===== config.mk =====
export PLATFORM = sky130hd
export DESIGN_NAME = k2_controller
export DESIGN_NICKNAME = d
export VERILOG_FILES = /design/src/rtl/k2_controller.sv
export SDC_FILE = /design/constraint.sdc
export NUM_CORES = 1
export LEC_CHECK = 0
export CORE_MARGIN = 4
export CORE_UTILIZATION = 35
export DETAILED_ROUTE_END_ITERATION = 10
export PLACE_DENSITY = 0.62
export SLEW_MARGIN = 20
export SYNTH_ARGS = -nofsm -noshare
export SYNTH_HDL_FRONTEND = slang
export SYNTH_SLANG_ARGS = --single-unit
export TNS_END_PERCENT = 5

===== constraint.sdc =====
create_clock -name clk -period 2.72 [get_ports clk]
set_clock_uncertainty 0.1 [all_clocks]
set_input_delay 0.408 -clock clk [delete_from_list [all_inputs] [get_ports clk]]
set_output_delay 0.408 -clock clk [all_outputs]
set_load 0.05 [all_outputs]

===== src/rtl/k2_controller.sv =====
// k2_controller: fetch/execute sequencer for the K2 teaching CPU.
// Owns pc, the instruction register and the carry flag; register file and memories live outside.
module k2_controller #(
  parameter int              PC_W     = 4,
  parameter logic [PC_W-1:0] RESET_PC = '0
) (
  input  logic            clk,
  input  logic            rst_n,
  input  logic            run,
  output logic [PC_W-1:0] pc,
  input  logic [7:0]      inst,
  input  logic            carry_in,
  output logic            ra_we,
  output logic            rb_we,
  output logic            ro_we,
  output logic [1:0]      src_sel,
  output logic [2:0]      imm,
  output logic [2:0]      mem_addr,
  output logic            mem_we,
  output logic            mem_re,
  output logic [1:0]      state
);

  typedef enum logic [1:0] {
    FETCH = 2'd0,
    EXEC  = 2'd1,
    LOAD  = 2'd2
  } state_t;

  localparam logic [1:0] OP_ALU  = 2'b00;
  localparam logic [1:0] OP_JC   = 2'b01;
  localparam logic [1:0] OP_J    = 2'b10;

  localparam logic [1:0] DST_RA  = 2'b00;
  localparam logic [1:0] DST_RB  = 2'b01;
  localparam logic [1:0] DST_RO  = 2'b10;

  localparam logic [1:0] SRC_SUM = 2'd0;
  localparam logic [1:0] SRC_IMM = 2'd1;
  localparam logic [1:0] SRC_RA  = 2'd2;
  localparam logic [1:0] SRC_MEM = 2'd3;

  state_t          state_q, state_d;
  logic [PC_W-1:0] pc_q, pc_d;
  logic [PC_W-1:0] pc_inc, jump_tgt;
  logic [7:0]      ir_q, ir_d;
  logic            flag_q, flag_d;
  logic [1:0]      opcode, dest;

  assign opcode   = ir_q[7:6];
  assign dest     = ir_q[5:4];
  assign pc_inc   = pc_q + PC_W'(1);
  assign jump_tgt = PC_W'(ir_q[3:0]);

  assign pc       = pc_q;
  assign state    = state_q;
  assign imm      = ir_q[2:0];
  assign mem_addr = ir_q[2:0];

  always_ff @(posedge clk or negedge rst_n) begin
    if (!rst_n) begin
      state_q <= FETCH;
      pc_q    <= RESET_PC;
      ir_q    <= '0;
      flag_q  <= 1'b0;
    end else begin
      state_q <= state_d;
      pc_q    <= pc_d;
      ir_q    <= ir_d;
      flag_q  <= flag_d;
    end
  end

  // Strobes are decoded purely from the registered state and IR, so reset silences them at once.
  always_comb begin
    state_d = state_q;
    pc_d    = pc_q;
    ir_d    = ir_q;
    flag_d  = flag_q;
    ra_we   = 1'b0;
    rb_we   = 1'b0;
    ro_we   = 1'b0;
    mem_we  = 1'b0;
    mem_re  = 1'b0;
    src_sel = SRC_SUM;

    case (state_q)
      EXEC: begin
        pc_d    = pc_inc;
        state_d = FETCH;
        case (opcode)
          OP_ALU: begin
            if (ir_q[3]) begin
              src_sel = SRC_IMM;
            end else if (dest == DST_RO) begin
              src_sel = SRC_RA;
            end else begin
              src_sel = SRC_SUM;
            end
            ra_we = (dest == DST_RA);
            rb_we = (dest == DST_RB);
            ro_we = (dest == DST_RO);
            if (!ir_q[3] && !dest[1]) begin
              flag_d = carry_in;
            end
          end
          OP_JC: begin
            if (flag_q) begin
              pc_d   = jump_tgt;
              flag_d = 1'b0;
            end
          end
          OP_J: begin
            pc_d = jump_tgt;
          end
          // Memory class: IR[5] picks store versus two-cycle load.
          default: begin
            if (ir_q[5]) begin
              mem_we = 1'b1;
            end else begin
              mem_re  = 1'b1;
              pc_d    = pc_q;
              state_d = LOAD;
            end
          end
        endcase
      end

      LOAD: begin
        src_sel = SRC_MEM;
        ra_we   = !ir_q[4];
        rb_we   = ir_q[4];
        pc_d    = pc_inc;
        state_d = FETCH;
      end

      // FETCH, and the unused encoding which recovers into FETCH.
      default: begin
        if (run) begin
          ir_d    = inst;
          state_d = EXEC;
        end else begin
          state_d = FETCH;
        end
      end
    endcase
  end

endmodule


* Word-level counts from Yosys, hierarchy flattened
Cells that the tools add are included.
Word-level totals: register bits 15, latch bits 0, RAM bits 0, ROM bits 0, input port bits 12, output and inout port bits 19, word-level logic and storage cells 53, memories kept 0
Operators by class: $add $sub $neg 1, multipliers 0, div/mod/pow operators 0, order comparisons 0, equality and inequality tests 8, shift-type cells 0, mux-type cells 26, bitwise gates (word level) 1, reduce and logical (&&, ||, !) cells 13
Operators by type and width (number):
- 2-to-1 mux 1 bit | 12
- case mux 4 bit (3 select lines) | 1
- 2-to-1 mux 2 bit | 5
- 2-to-1 mux 4 bit | 2
- case mux 2 bit (2 select lines) | 2
- case mux 4 bit (2 select lines) | 1
- == test 2 x 1 -> 1 bit, second input constant | 3
- == test 2 bit, second input constant | 3
- case mux 1 bit (2 select lines) | 3
- inequality test 5 x 2 -> 1 bit, second input constant | 1
- adder 4 x 1 -> 4 bit, second input constant | 1
- logical NOT 2 bit | 2
- AND reduction 2 bit | 2
- nonzero test 2 bit | 2
- logical NOT 1 bit | 3
- AND reduction 3 bit | 1
- OR reduction 3 bit | 1
- inequality test 2 bit, second input constant | 1
- OR reduction 2 bit | 1
- logical AND 1 bit | 1
- inverter 1 bit | 1

* Logic depth before layout (Yosys ltp)
Gate-level depths: netlist of the first run.
depth after elaboration 5, gate-level depth with buffers 7, depth with buffers taken out 6

* Least setup slack after synthesis of the first run
OpenSTA, ideal clock, no wires.
path kind register to output, start point register state_q[0], in the netlist state[0], end point output port rb_we, arrival 2402 ps, required time 2212 ps, path slack -190 ps, stages on the path, launching flop included 5, path buffers 0, cell sequence dfrtp_1 > ha_1 > nor2b_2 > a21oi_1 > nor3b_1
On the way: cells in the longest elaborated chain, start to end 2, elaborated cells on any way between the ends 3, classes of those cells 2 x eq/ne; 1 x mux
RTL lines:
- from (decl) | line 43 | state_t state_q, state_d;
- from (signal assigned) | line 67 | state_q <= state_d;
- == test 2 bit / == test 2 x 1 -> 1 bit (equally long branches) | line 87 | case (state_q)
- case mux 1 bit (2 select lines) (*) | line 87
- to (decl) | line 14 | output logic rb_we,
Mark *: on every way between the ends. The rest lies on a longest branch, timed or not.

* Final worst setup path of the first run
start point register state_q[1], in the netlist state[1], end point output port mem_we
On the way: cells in the longest elaborated chain, start to end 2
RTL lines:
- == test 2 x 1 -> 1 bit | line 87
- 2-to-1 mux 1 bit | line 87
- to (decl) | line 19 | output logic mem_we,
No other way between the ends.

==> results of run 1 <==
placed cells by master, fill, tap and decap left out, drive strengths merged, types with 2 or more instances in the layout:
master,count
nor2,4
dlymetal6s2s,2
mux2,6
and2,2
clkbuf,3
nand2,4
buf,4
nand2b,2
a22o,3
clkdlybuf4s50,24
nor2b,4
a21oi,7
dfrtp,15
inv,7
nand3,3
ha,7
o21ai,4
final cells by class:
cell class              count  area (um^2)
fillers                   235         1239
multi-input cells          57        454.2
flip-flops and latches     15        375.4
repair buffers             30        295.3
well taps                  30        37.54
inverters                   7        26.28
clock buffers               3        22.52
clock inverters             1        5.005
layer usage:
metal / part of all wire [%] / wire, um / vias to the layer above / GRT usage (%)
li1: - / - / 347 / -
met1: 46 / 851 / 338 / 15.69
met2: 49 / 904 / 23 / 20.66
met3: 4.6 / 86 / 2 / 2.193
met4: 1.1 / 20 / 0 / 5.825
met5: 0 / 0 / - / 0
power by group:
| part | internal (mW) | total [mW] | switching (mW) |
|---|---|---|---|
| Sequential | 0.274 | 0.325 | 0.0514 |
| Combinational | 0.189 | 0.470 | 0.281 |
| Clock | 0.0546 | 0.130 | 0.0750 |
sequential cells by signal, summed over array words and instances, names as in the netlist:
signal and flops:
flag_q 1, ir_q 8, pc 4, state 2
through the flow:
step / worst slack (ns) / power, mW / std cells
2_1_floorplan: -0.09972 / 0.6760 / 86
4_1_cts: 0.06958 / 0.9348 / 143
3_3_place_gp: 0.4162 / 0.7996 / 139
3_5_place_dp: 0.3898 / 0.8049 / 139
6_report: 0.2510 / 0.9248 / 143
5_1_grt: 0.1714 / 0.9906 / 143
worst max-delay path, stage by stage, from the launching register on:
cell	delay, ns
dfrtp_1	0.41
inv_1	0.07
ha_1	0.21
and3_1	0.18
clkdlybuf4s50_1	0.81
cell families (layout without fill, tap and decap cells):
logic type | after synthesis | in the layout | share of synthesized area [%]
buf+inv | 14 | 41 | 8.472
flops | 15 | 15 | 41.67
compound gates | 18 | 18 | 14.45
simple gates | 25 | 25 | 17.08
mux | 7 | 7 | 8.611
fa+ha+maj | 7 | 7 | 9.722
Yosys cell counts, types with 3 or more instances:
library cell,instances
nand2_1,3
mux2_2,6
nand3_1,3
o21ai_0,4
nor2_1,3
dfrtp_1,15
a21oi_1,6
buf_4,6
inv_1,7
ha_1,7
nor2b_2,3
worst min path at each step:
| stage | depth (start not counted) | endpoint | slack [ns] | from |
|---|---|---|---|---|
| floorplan | 0 | flag_q | 0.01 | rst_n |
| global placement | 1 | pc[3] | 0.41 | pc[3] |
| detailed placement | 1 | pc[3] | 0.42 | pc[3] |
| CTS | 1 | pc[3] | 0.44 | pc[3] |
| global route | 1 | pc[2] | 0.47 | rst_n |
| finish | 1 | pc[3] | 0.43 | rst_n |
==> impl_metrics.prom, run 1 <==
# TYPE chip_impl_metric gauge
chip_impl_metric{name="wl_per_cell",unit="um"} 13.02
chip_impl_metric{name="cts_post_setup_buffers_inserted",unit=""} 0
chip_impl_metric{name="antennaDiodeCount",unit=""} 0
chip_impl_metric{name="timing.max_cap.violations",unit=""} 0
chip_impl_info{name="clock-root-buffer",value="clkbuf_4"} 1
chip_impl_metric{name="syn_avg_cell_area",unit="um^2"} 10.48
chip_impl_info{name="timing.rr.start",value="ir_q[6]"} 1
chip_impl_info{name="critPathCapture",value="mem_we"} 1
chip_impl_metric{name="route.detailed.drc",unit=""} 0
chip_impl_info{name="worstSetupPathType",value="reg2out"} 1
chip_impl_metric{name="syn-num-nets",unit=""} 105
chip_impl_metric{name="placed_area",unit="um^2"} 1184
chip_impl_metric{name="r2r_cells",unit=""} 6
chip_impl_metric{name="grt_pass1_vias",unit=""} 743
chip_impl_metric{name="initialDrtViolationCount",unit=""} 17
chip_impl_metric{name="worstMarginPinSlew",unit="ns"} 0.6874
chip_impl_metric{name="grt_pass1_wl",unit="mm"} 3.243
chip_impl_metric{name="cts_hold_buffers",unit=""} 0
chip_impl_info{name="netlist_top_cells_area",value="dfrtp_1 (42%), ha_1 (9.7%), mux2_2 (7.5%)"} 1
chip_impl_metric{name="die_width",unit="um"} 58.74
chip_impl_metric{name="chipHeight",unit="um"} 58.74
chip_impl_metric{name="timing.reg2reg.setup_slack",unit="ns"} 0.92
chip_impl_metric{name="route.vias.total",unit=""} 710
chip_impl_metric{name="max-clock-path-buffers",unit=""} 2
chip_impl_metric{name="netlist_area",unit="um^2"} 900.9
chip_impl_info{name="rr_endpoint",value="pc[2]"} 1
chip_impl_metric{name="floorplan.io_pins",unit=""} 31
chip_impl_metric{name="vias_per_cell",unit=""} 4.965
chip_impl_info{name="synth_largest_area_cell",value="dfrtp_1"} 1
chip_impl_metric{name="cts_htree_levels",unit=""} 1
chip_impl_metric{name="fin_tns_setup",unit="ns"} 0
chip_impl_metric{name="power_per_cell_area",unit="nW/um^2"} 760.4
chip_impl_metric{name="numPortBuffers",unit=""} 30
chip_impl_metric{name="synth_enable_flop_cells",unit=""} 0
chip_impl_metric{name="postSynthRegisterBits",unit=""} 15
chip_impl_metric{name="cts_inserted_buffers",unit=""} 3
chip_impl_info{name="outcome",value="finished, final reports clean"} 1
chip_impl_metric{name="postLayoutCoreUtil",unit="%"} 49.54
chip_impl_metric{name="wirelength",unit="mm"} 1.862
chip_impl_metric{name="cts_repair_resize_count",unit=""} 0
chip_impl_metric{name="rows",unit=""} 18
chip_impl_info{name="ys_dominant_reg_cell",value="dfrtp_1"} 1
chip_impl_metric{name="post_synth_num_cell_types",unit=""} 31
chip_impl_metric{name="cts_sinks",unit=""} 15
chip_impl_metric{name="gp_congestion",unit=""} 0.7713
chip_impl_metric{name="share_of_flip_flops_with_an_asynchronous_set_or_reset",unit="%"} 100.0
chip_impl_metric{name="cts.clk_slew.worst_paths",unit="ns"} 0.09
chip_impl_metric{name="track_usage",unit="%"} 12.48
chip_impl_metric{name="grt_antenna_before_repair",unit=""} 0
chip_impl_metric{name="seq_area_frac_synth",unit="%"} 41.67
chip_impl_metric{name="hold_ws",unit="ns"} 0.4299
chip_impl_metric{name="route.antenna.remaining_nets",unit=""} 0
chip_impl_metric{name="die_area",unit="um^2"} 3450
chip_impl_metric{name="place.detailed.hpwl",unit="mm"} 1.533
chip_impl_metric{name="initial_core_util",unit="%"} 36.70
chip_impl_info{name="cp-end-kind",value="output pin"} 1
chip_impl_metric{name="fin_crit_sh",unit="%"} 90.77
chip_impl_metric{name="fp.coreArea",unit="um^2"} 2455
chip_impl_metric{name="cp_data_required_time",unit="ns"} 2.21
chip_impl_info{name="tritoncts",value="built"} 1
chip_impl_metric{name="slew_headroom",unit="%"} 54.03
chip_impl_metric{name="design_area",unit="um^2"} 1216
chip_impl_metric{name="area_growth_syn_to_layout",unit="%"} 35.00
chip_impl_metric{name="setup_viol",unit=""} 0
chip_impl_metric{name="max-vdd-ir-drop",unit="mV"} 0.4081
chip_impl_info{name="rsz_0062_raised_after_global_routing",value="false"} 1
chip_impl_metric{name="maxClockFrequency",unit="GHz"} 0.4050
chip_impl_metric{name="grt_start_max_net_pins",unit=""} 16
chip_impl_metric{name="synthesis.instances",unit=""} 86
chip_impl_metric{name="critical_path.max_fanout",unit=""} 5
chip_impl_metric{name="power_leakage",unit="nW"} 0.5659
chip_impl_metric{name="finalHoldViolCount",unit=""} 0
chip_impl_info{name="hold_class",value="in2async"} 1
chip_impl_metric{name="drive_gt1_share",unit="%"} 21.24
chip_impl_info{name="crit_start",value="state[1]"} 1
chip_impl_metric{name="firstDrtPassIters",unit=""} 4
chip_impl_metric{name="yosys.area.top_type_share",unit="%"} 41.67
chip_impl_metric{name="clkLatencyLatePin",unit="ns"} 0.28
chip_impl_metric{name="globalRouteOverflowTotal",unit=""} 0
chip_impl_metric{name="finalNetCount",unit=""} 133
chip_impl_metric{name="fin_crit_period",unit="ns"} 2.469
chip_impl_metric{name="number_of_max_slew_violations_in_the_final_report",unit=""} 0
chip_impl_metric{name="yosysWarningCount",unit=""} 0
chip_impl_info{name="crit_path_start_kind",value="flip-flop"} 1
chip_impl_metric{name="arrival",unit="ns"} 1.96
(Power assumes the default switching activity.)
==> run 2: changes to the inputs <==
- REMOVE_ABC_BUFFERS: not set -> 1
==> run 2 against run 1 <==
Net effect: sequential share of layout area increased by 0.13 points; combinational power about the same; count of clock-buffer cells in the layout unchanged; critical path depth unchanged; critical path type unchanged; critical endpoint unchanged.
==> impl_metrics.prom, run 2 (synthesized netlist as in run 1, its figures left out) <==
# TYPE chip_impl_metric gauge
chip_impl_metric{name="globalRouteOverflowTotal",unit=""} 0
chip_impl_metric{name="wirelength",unit="mm"} 1.955
chip_impl_info{name="mostFrequentLayoutCell",value="clkdlybuf4s50_1"} 1
chip_impl_metric{name="timing.max_cap.violations",unit=""} 0
chip_impl_metric{name="cts_htree_levels",unit=""} 1
chip_impl_metric{name="wl_per_cell",unit="um"} 13.67
chip_impl_metric{name="grt_start_max_net_pins",unit=""} 16
chip_impl_metric{name="arrival",unit="ns"} 1.95
chip_impl_metric{name="grt_pass1_vias",unit=""} 759
chip_impl_metric{name="cts_post_setup_buffers_inserted",unit=""} 0
chip_impl_metric{name="vias_per_cell",unit=""} 4.902
chip_impl_metric{name="initial_core_util",unit="%"} 36.70
chip_impl_info{name="rsz_0062_raised_after_global_routing",value="false"} 1
chip_impl_metric{name="cts_hold_buffers",unit=""} 0
chip_impl_metric{name="max-vdd-ir-drop",unit="mV"} 0.4533
chip_impl_metric{name="gp_congestion",unit=""} 0.7939
chip_impl_metric{name="number_of_max_slew_violations_in_the_final_report",unit=""} 0
chip_impl_metric{name="chipHeight",unit="um"} 58.74
chip_impl_metric{name="final.setup.worst_slack",unit="ns"} 0.2626
chip_impl_metric{name="cts_sinks",unit=""} 15
chip_impl_metric{name="cts_inserted_buffers",unit=""} 3
chip_impl_metric{name="power_per_cell_area",unit="nW/um^2"} 767.9
chip_impl_metric{name="drive_gt1_share",unit="%"} 20.35
chip_impl_metric{name="fp.coreArea",unit="um^2"} 2455
chip_impl_metric{name="numPortBuffers",unit=""} 30
chip_impl_info{name="outcome",value="finished, final reports clean"} 1
chip_impl_metric{name="maxClockFrequency",unit="GHz"} 0.4069
chip_impl_metric{name="cts.clk_slew.worst_paths",unit="ns"} 0.10
chip_impl_metric{name="place.detailed.hpwl",unit="mm"} 1.525
chip_impl_info{name="cp-end-kind",value="output pin"} 1
chip_impl_metric{name="slew_headroom",unit="%"} 54.93
chip_impl_metric{name="antennaDiodeCount",unit=""} 0
chip_impl_metric{name="design_area",unit="um^2"} 1211
chip_impl_metric{name="floorplan.io_pins",unit=""} 31
chip_impl_metric{name="worst_slack_after_detailed_placement",unit="ns"} 0.3759
chip_impl_metric{name="die_width",unit="um"} 58.74
chip_impl_metric{name="largest_reg_flops",unit=""} 8
chip_impl_metric{name="area_growth_syn_to_layout",unit="%"} 34.44
chip_impl_metric{name="cp_data_required_time",unit="ns"} 2.21
chip_impl_metric{name="rows",unit=""} 18
chip_impl_metric{name="die_area",unit="um^2"} 3450
chip_impl_metric{name="worstMarginPinSlew",unit="ns"} 0.6739
chip_impl_metric{name="fin_crit_sh",unit="%"} 90.35
chip_impl_metric{name="cts_repair_resize_count",unit=""} 0
chip_impl_metric{name="finalNetCount",unit=""} 133
chip_impl_metric{name="grt_antenna_before_repair",unit=""} 0
chip_impl_info{name="mostFrequentLayoutCells",value="clkdlybuf4s50_1 (24), dfrtp_1 (15), inv_1 (7), ha_1 (7)"} 1
chip_impl_info{name="max_flop_register",value="ir_q"} 1
chip_impl_metric{name="route.antenna.remaining_nets",unit=""} 0
chip_impl_metric{name="fin_crit_period",unit="ns"} 2.457
chip_impl_metric{name="finalHoldViolCount",unit=""} 0
chip_impl_info{name="crit_path_start_kind",value="flip-flop"} 1
chip_impl_metric{name="grt_pass1_wl",unit="mm"} 3.339
chip_impl_metric{name="setup_viol",unit=""} 0
chip_impl_metric{name="placed_area",unit="um^2"} 1179
chip_impl_info{name="clock-root-buffer",value="clkbuf_4"} 1
chip_impl_metric{name="max-clock-path-buffers",unit=""} 2
chip_impl_metric{name="track_usage",unit="%"} 12.74
chip_impl_metric{name="route.detailed.drc",unit=""} 0
chip_impl_metric{name="hold_ws",unit="ns"} 0.4213
chip_impl_metric{name="route.vias.total",unit=""} 701
chip_impl_info{name="hold_class",value="in2async"} 1
chip_impl_metric{name="power_leakage",unit="nW"} 0.5647
chip_impl_info{name="tritoncts",value="built"} 1
chip_impl_info{name="worstSetupPathType",value="reg2out"} 1
chip_impl_metric{name="clkLatencyLatePin",unit="ns"} 0.28
chip_impl_metric{name="critical_path.max_fanout",unit=""} 5
chip_impl_metric{name="initialDrtViolationCount",unit=""} 6
chip_impl_metric{name="firstDrtPassIters",unit=""} 4
==> run 2: final timing paths <==
path / to / start / cells past startpoint / slack [ns]
worst min register to register: pc[3] / pc[3] / 1 / 0.43
min in group clk: pc[3] / pc[3] / 1 / 0.43
worst max-delay path: mem_we / state[1] / 4 / 0.26
max in group asynchronous: state[1] / rst_n / 1 / 1.67
worst min-delay path: pc[2] / rst_n / 1 / 0.42
worst max register to register: pc[2] / ir_q[6] / 6 / 0.91
==> run 2: critical path: stages (launching register included) <==
cell	delay (ns)
dfrtp_1	0.41
inv_1	0.07
ha_1	0.21
and3_1	0.18
clkdlybuf4s50_1	0.80
==> run 2: layer usage <==
| layer | part of all wire (%) | global-route usage (%) | vias up | wire length [um] |
|---|---|---|---|---|
| li1 | - | - | 344 | - |
| met4 | 1.6 | 6.796 | 0 | 32 |
| met5 | 0 | 0 | - | 0 |
| met1 | 44 | 15.51 | 334 | 852 |
| met2 | 49 | 20.98 | 19 | 967 |
| met3 | 5.2 | 2.632 | 4 | 102 |
==> run 2: per-stage QoR <==
| step | util [%] | TNS, ns | power (mW) | cells |
|---|---|---|---|---|
| final | 49.34 | 0 | 0.9301 | 143 |
| after global routing | 49.34 | 0 | 0.9903 | 143 |
| after CTS | 49.13 | 0 | 0.9423 | 143 |
| after detailed placement | 48.01 | 0 | 0.8087 | 139 |
| after global placement | 48.01 | 0 | 0.8003 | 139 |
| after floorplan | - | -0.2730 | 0.6510 | 79 |
==> run 2: layout make-up <==
class | count | area [um^2]
clock buffer | 3 | 22.52
clock inverter | 1 | 5.005
fill | 240 | 1244
inverter | 7 | 26.28
multi-input combinational | 57 | 449.2
sequential | 15 | 375.4
tap | 30 | 37.54
timing repair buffer | 30 | 295.3
==> run 2: power breakdown <==
| part | switching [mW] | internal (mW) | total, mW |
|---|---|---|---|
| Combinational | 0.284 | 0.189 | 0.473 |
| Clock | 0.0749 | 0.0546 | 0.130 |
| Sequential | 0.0541 | 0.274 | 0.328 |
==> run 3: changes to the inputs <==
- GPL_TIMING_DRIVEN: not set -> 0
==> run 3 against run 2 <==
Net effect: fmax is 5.5% lower; worst setup slack worse by 0.14 ns; combinational power hardly changed; total power is 0.27% lower; via count is 0.86% lower; routed wire length is 2.7% lower; highest routed layer unchanged; critical path depth is 2 higher; count of clock-buffer cells in the layout stayed put; register-to-register slack hardly changed.
==> impl_metrics.prom, run 3 (synthesized netlist as in run 1, its figures left out) <==
# TYPE chip_impl_metric gauge
chip_impl_metric{name="route.antenna.remaining_nets",unit=""} 0
chip_impl_metric{name="cts_hold_buffers",unit=""} 0
chip_impl_metric{name="antennaDiodeCount",unit=""} 0
chip_impl_metric{name="power_per_cell_area",unit="nW/um^2"} 763.5
chip_impl_metric{name="fp.coreArea",unit="um^2"} 2455
chip_impl_metric{name="place.detailed.instances",unit=""} 139
chip_impl_metric{name="initialDrtViolationCount",unit=""} 8
chip_impl_metric{name="report.power.total",unit="mW"} 0.9276
chip_impl_metric{name="numPortBuffers",unit=""} 30
chip_impl_metric{name="firstDrtPassIters",unit=""} 3
chip_impl_info{name="cp-end-kind",value="output pin"} 1
chip_impl_metric{name="rows",unit=""} 18
chip_impl_metric{name="timing.max_cap.violations",unit=""} 0
chip_impl_metric{name="cts_inserted_buffers",unit=""} 3
chip_impl_info{name="worstSetupPathType",value="reg2out"} 1
chip_impl_metric{name="max-vdd-ir-drop",unit="mV"} 0.4665
chip_impl_metric{name="power.switching_fraction",unit="%"} 44.13
chip_impl_metric{name="area_growth_syn_to_layout",unit="%"} 34.86
chip_impl_info{name="most_used_routing_layer",value="met2"} 1
chip_impl_metric{name="fin_crit_period",unit="ns"} 2.600
chip_impl_info{name="rsz_0062_raised_after_global_routing",value="true"} 1
chip_impl_metric{name="worst_slack_after_detailed_placement",unit="ns"} 0.1417
chip_impl_info{name="mostFrequentLayoutCells",value="clkdlybuf4s50_1 (24), dfrtp_1 (15), inv_1 (7), ha_1 (7)"} 1
chip_impl_metric{name="vias_per_cell",unit=""} 4.860
chip_impl_metric{name="initial_core_util",unit="%"} 36.70
chip_impl_info{name="tritoncts",value="built"} 1
chip_impl_metric{name="finalHoldViolCount",unit=""} 0
chip_impl_info{name="mostFrequentLayoutCell",value="clkdlybuf4s50_1"} 1
chip_impl_metric{name="cts_sinks",unit=""} 15
chip_impl_info{name="clock-root-buffer",value="clkbuf_4"} 1
chip_impl_metric{name="arrival",unit="ns"} 2.09
chip_impl_metric{name="globalRouteOverflowTotal",unit=""} 0
chip_impl_metric{name="final.setup.worst_slack",unit="ns"} 0.1203
chip_impl_metric{name="wl_per_cell",unit="um"} 13.30
chip_impl_metric{name="cts_htree_levels",unit=""} 1
chip_impl_metric{name="gr-usage-met3",unit="%"} 2.193
chip_impl_metric{name="clkLatencyLatePin",unit="ns"} 0.28
chip_impl_metric{name="intPower",unit="mW"} 0.5182
chip_impl_metric{name="postLayoutCoreUtil",unit="%"} 49.49
chip_impl_metric{name="switching_power",unit="mW"} 0.4093
chip_impl_metric{name="setup_viol",unit=""} 0
chip_impl_metric{name="floorplan.io_pins",unit=""} 31
chip_impl_metric{name="met2_usage",unit="%"} 17.51
chip_impl_metric{name="route.detailed.drc",unit=""} 0
chip_impl_metric{name="grt_antenna_before_repair",unit=""} 0
chip_impl_metric{name="power_leakage",unit="nW"} 0.5649
chip_impl_metric{name="slew_headroom",unit="%"} 52.95
chip_impl_metric{name="chipHeight",unit="um"} 58.74
chip_impl_metric{name="number_of_max_slew_violations_in_the_final_report",unit=""} 0
chip_impl_metric{name="cts.clk_slew.worst_paths",unit="ns"} 0.10
chip_impl_metric{name="worstMarginPinSlew",unit="ns"} 0.7035
chip_impl_metric{name="cts_post_setup_buffers_inserted",unit=""} 0
chip_impl_info{name="outcome",value="finished, final reports clean"} 1
chip_impl_metric{name="grt_start_max_net_pins",unit=""} 16
chip_impl_metric{name="grt_pass1_vias",unit=""} 735
chip_impl_metric{name="die_width",unit="um"} 58.74
chip_impl_metric{name="power.combinational.fraction",unit="%"} 51.0
chip_impl_info{name="max_flop_register",value="ir_q"} 1
chip_impl_info{name="hold_class",value="in2async"} 1
chip_impl_metric{name="die_area",unit="um^2"} 3450
chip_impl_metric{name="place.detailed.hpwl",unit="mm"} 1.499
chip_impl_metric{name="grt_pass1_wl",unit="mm"} 3.194
chip_impl_metric{name="gp_congestion",unit=""} 0.7805
chip_impl_metric{name="critical_path.max_fanout",unit=""} 5
chip_impl_metric{name="drive_gt1_share",unit="%"} 17.70
chip_impl_metric{name="fin_crit_sh",unit="%"} 95.58
chip_impl_metric{name="grtUsageMet1",unit="%"} 17.03
chip_impl_metric{name="route.vias.total",unit=""} 695
chip_impl_metric{name="track_usage",unit="%"} 12.02
chip_impl_metric{name="max-clock-path-buffers",unit=""} 2
chip_impl_info{name="crit_path_start_kind",value="flip-flop"} 1
chip_impl_metric{name="cp_data_required_time",unit="ns"} 2.21
chip_impl_metric{name="wirelength",unit="mm"} 1.902
chip_impl_metric{name="pwr-share-seq",unit="%"} 35.0
chip_impl_metric{name="largest_reg_flops",unit=""} 8
chip_impl_metric{name="maxClockFrequency",unit="GHz"} 0.3847
chip_impl_metric{name="layout.cells.non_filler",unit=""} 143
chip_impl_metric{name="finalNetCount",unit=""} 133
chip_impl_metric{name="fin_tns_setup",unit="ns"} 0
chip_impl_metric{name="clock_power_share",unit="%"} 14.0
[run 3: changes by cell type in the layout (fill, tap and decap cells not counted), sizes merged]
| cell | before | now |
|---|---|---|
| buf | 4 | 0 |
| dlygate4sd2 | 0 | 1 |
| clkdlybuf4s15 | 0 | 2 |
| clkbuf | 3 | 4 |
[run 3: path summary, 6_finish.rpt]
| path | slack (ns) | end | from | cells after the start |
|---|---|---|---|---|
| worst max-delay path | 0.12 | rb_we | state[1] | 6 |
| worst min-delay path | 0.43 | pc[2] | rst_n | 1 |
| worst max register to register | 0.91 | pc[2] | ir_q[6] | 6 |
| worst min register to register | 0.43 | pc[3] | pc[3] | 1 |
| min in group clk | 0.43 | pc[3] | pc[3] | 1 |
| max in group asynchronous | 1.64 | ir_q[6] | rst_n | 1 |
[run 3: stage by stage]
step           cell area (um^2)  hold WS [ns]
2_1_floorplan             850.8       0.01241
3_3_place_gp               1189        0.4059
3_5_place_dp               1189        0.4199
4_1_cts                    1211        0.4430
5_1_grt                    1215        0.4589
6_report                   1215        0.4293
[run 3: power by group through the flow]
stage,clock [mW],combinational (mW),sequential (mW)
final,0.130,0.473,0.324
after global routing,0.144,0.505,0.333
after global placement,0,0.469,0.328
after floorplan,0,0.178,0.473
after CTS,0.136,0.478,0.326
after detailed placement,0,0.478,0.331
[run 3: critical path, cell delays in order, from the launching register on]
cell             delay [ns]
dfrtp_1                0.41
inv_1                  0.06
ha_1                   0.21
nor2b_2                0.28
a21oi_1                0.13
nor3b_1                0.19
clkdlybuf4s15_1        0.52
[run 3: cell type report]
type | count | area, um^2
clock buffers | 3 | 22.52
clock inverters | 1 | 5.005
fillers | 236 | 1240
inverters | 7 | 26.28
multi-input cells | 57 | 449.2
flip-flops and latches | 15 | 375.4
well taps | 30 | 37.54
repair buffers | 30 | 299.0
[run 3: routing by layer]
layer	vias to the layer above	wire, um
li1	346	-
met1	328	921
met2	17	877
met3	4	74
met4	0	29
met5	-	0
[run 3: repair_timing]
item                       CTS  global route
gates resized for setup      4             6
cloned                       0             0
setup endpoints to repair    4             5
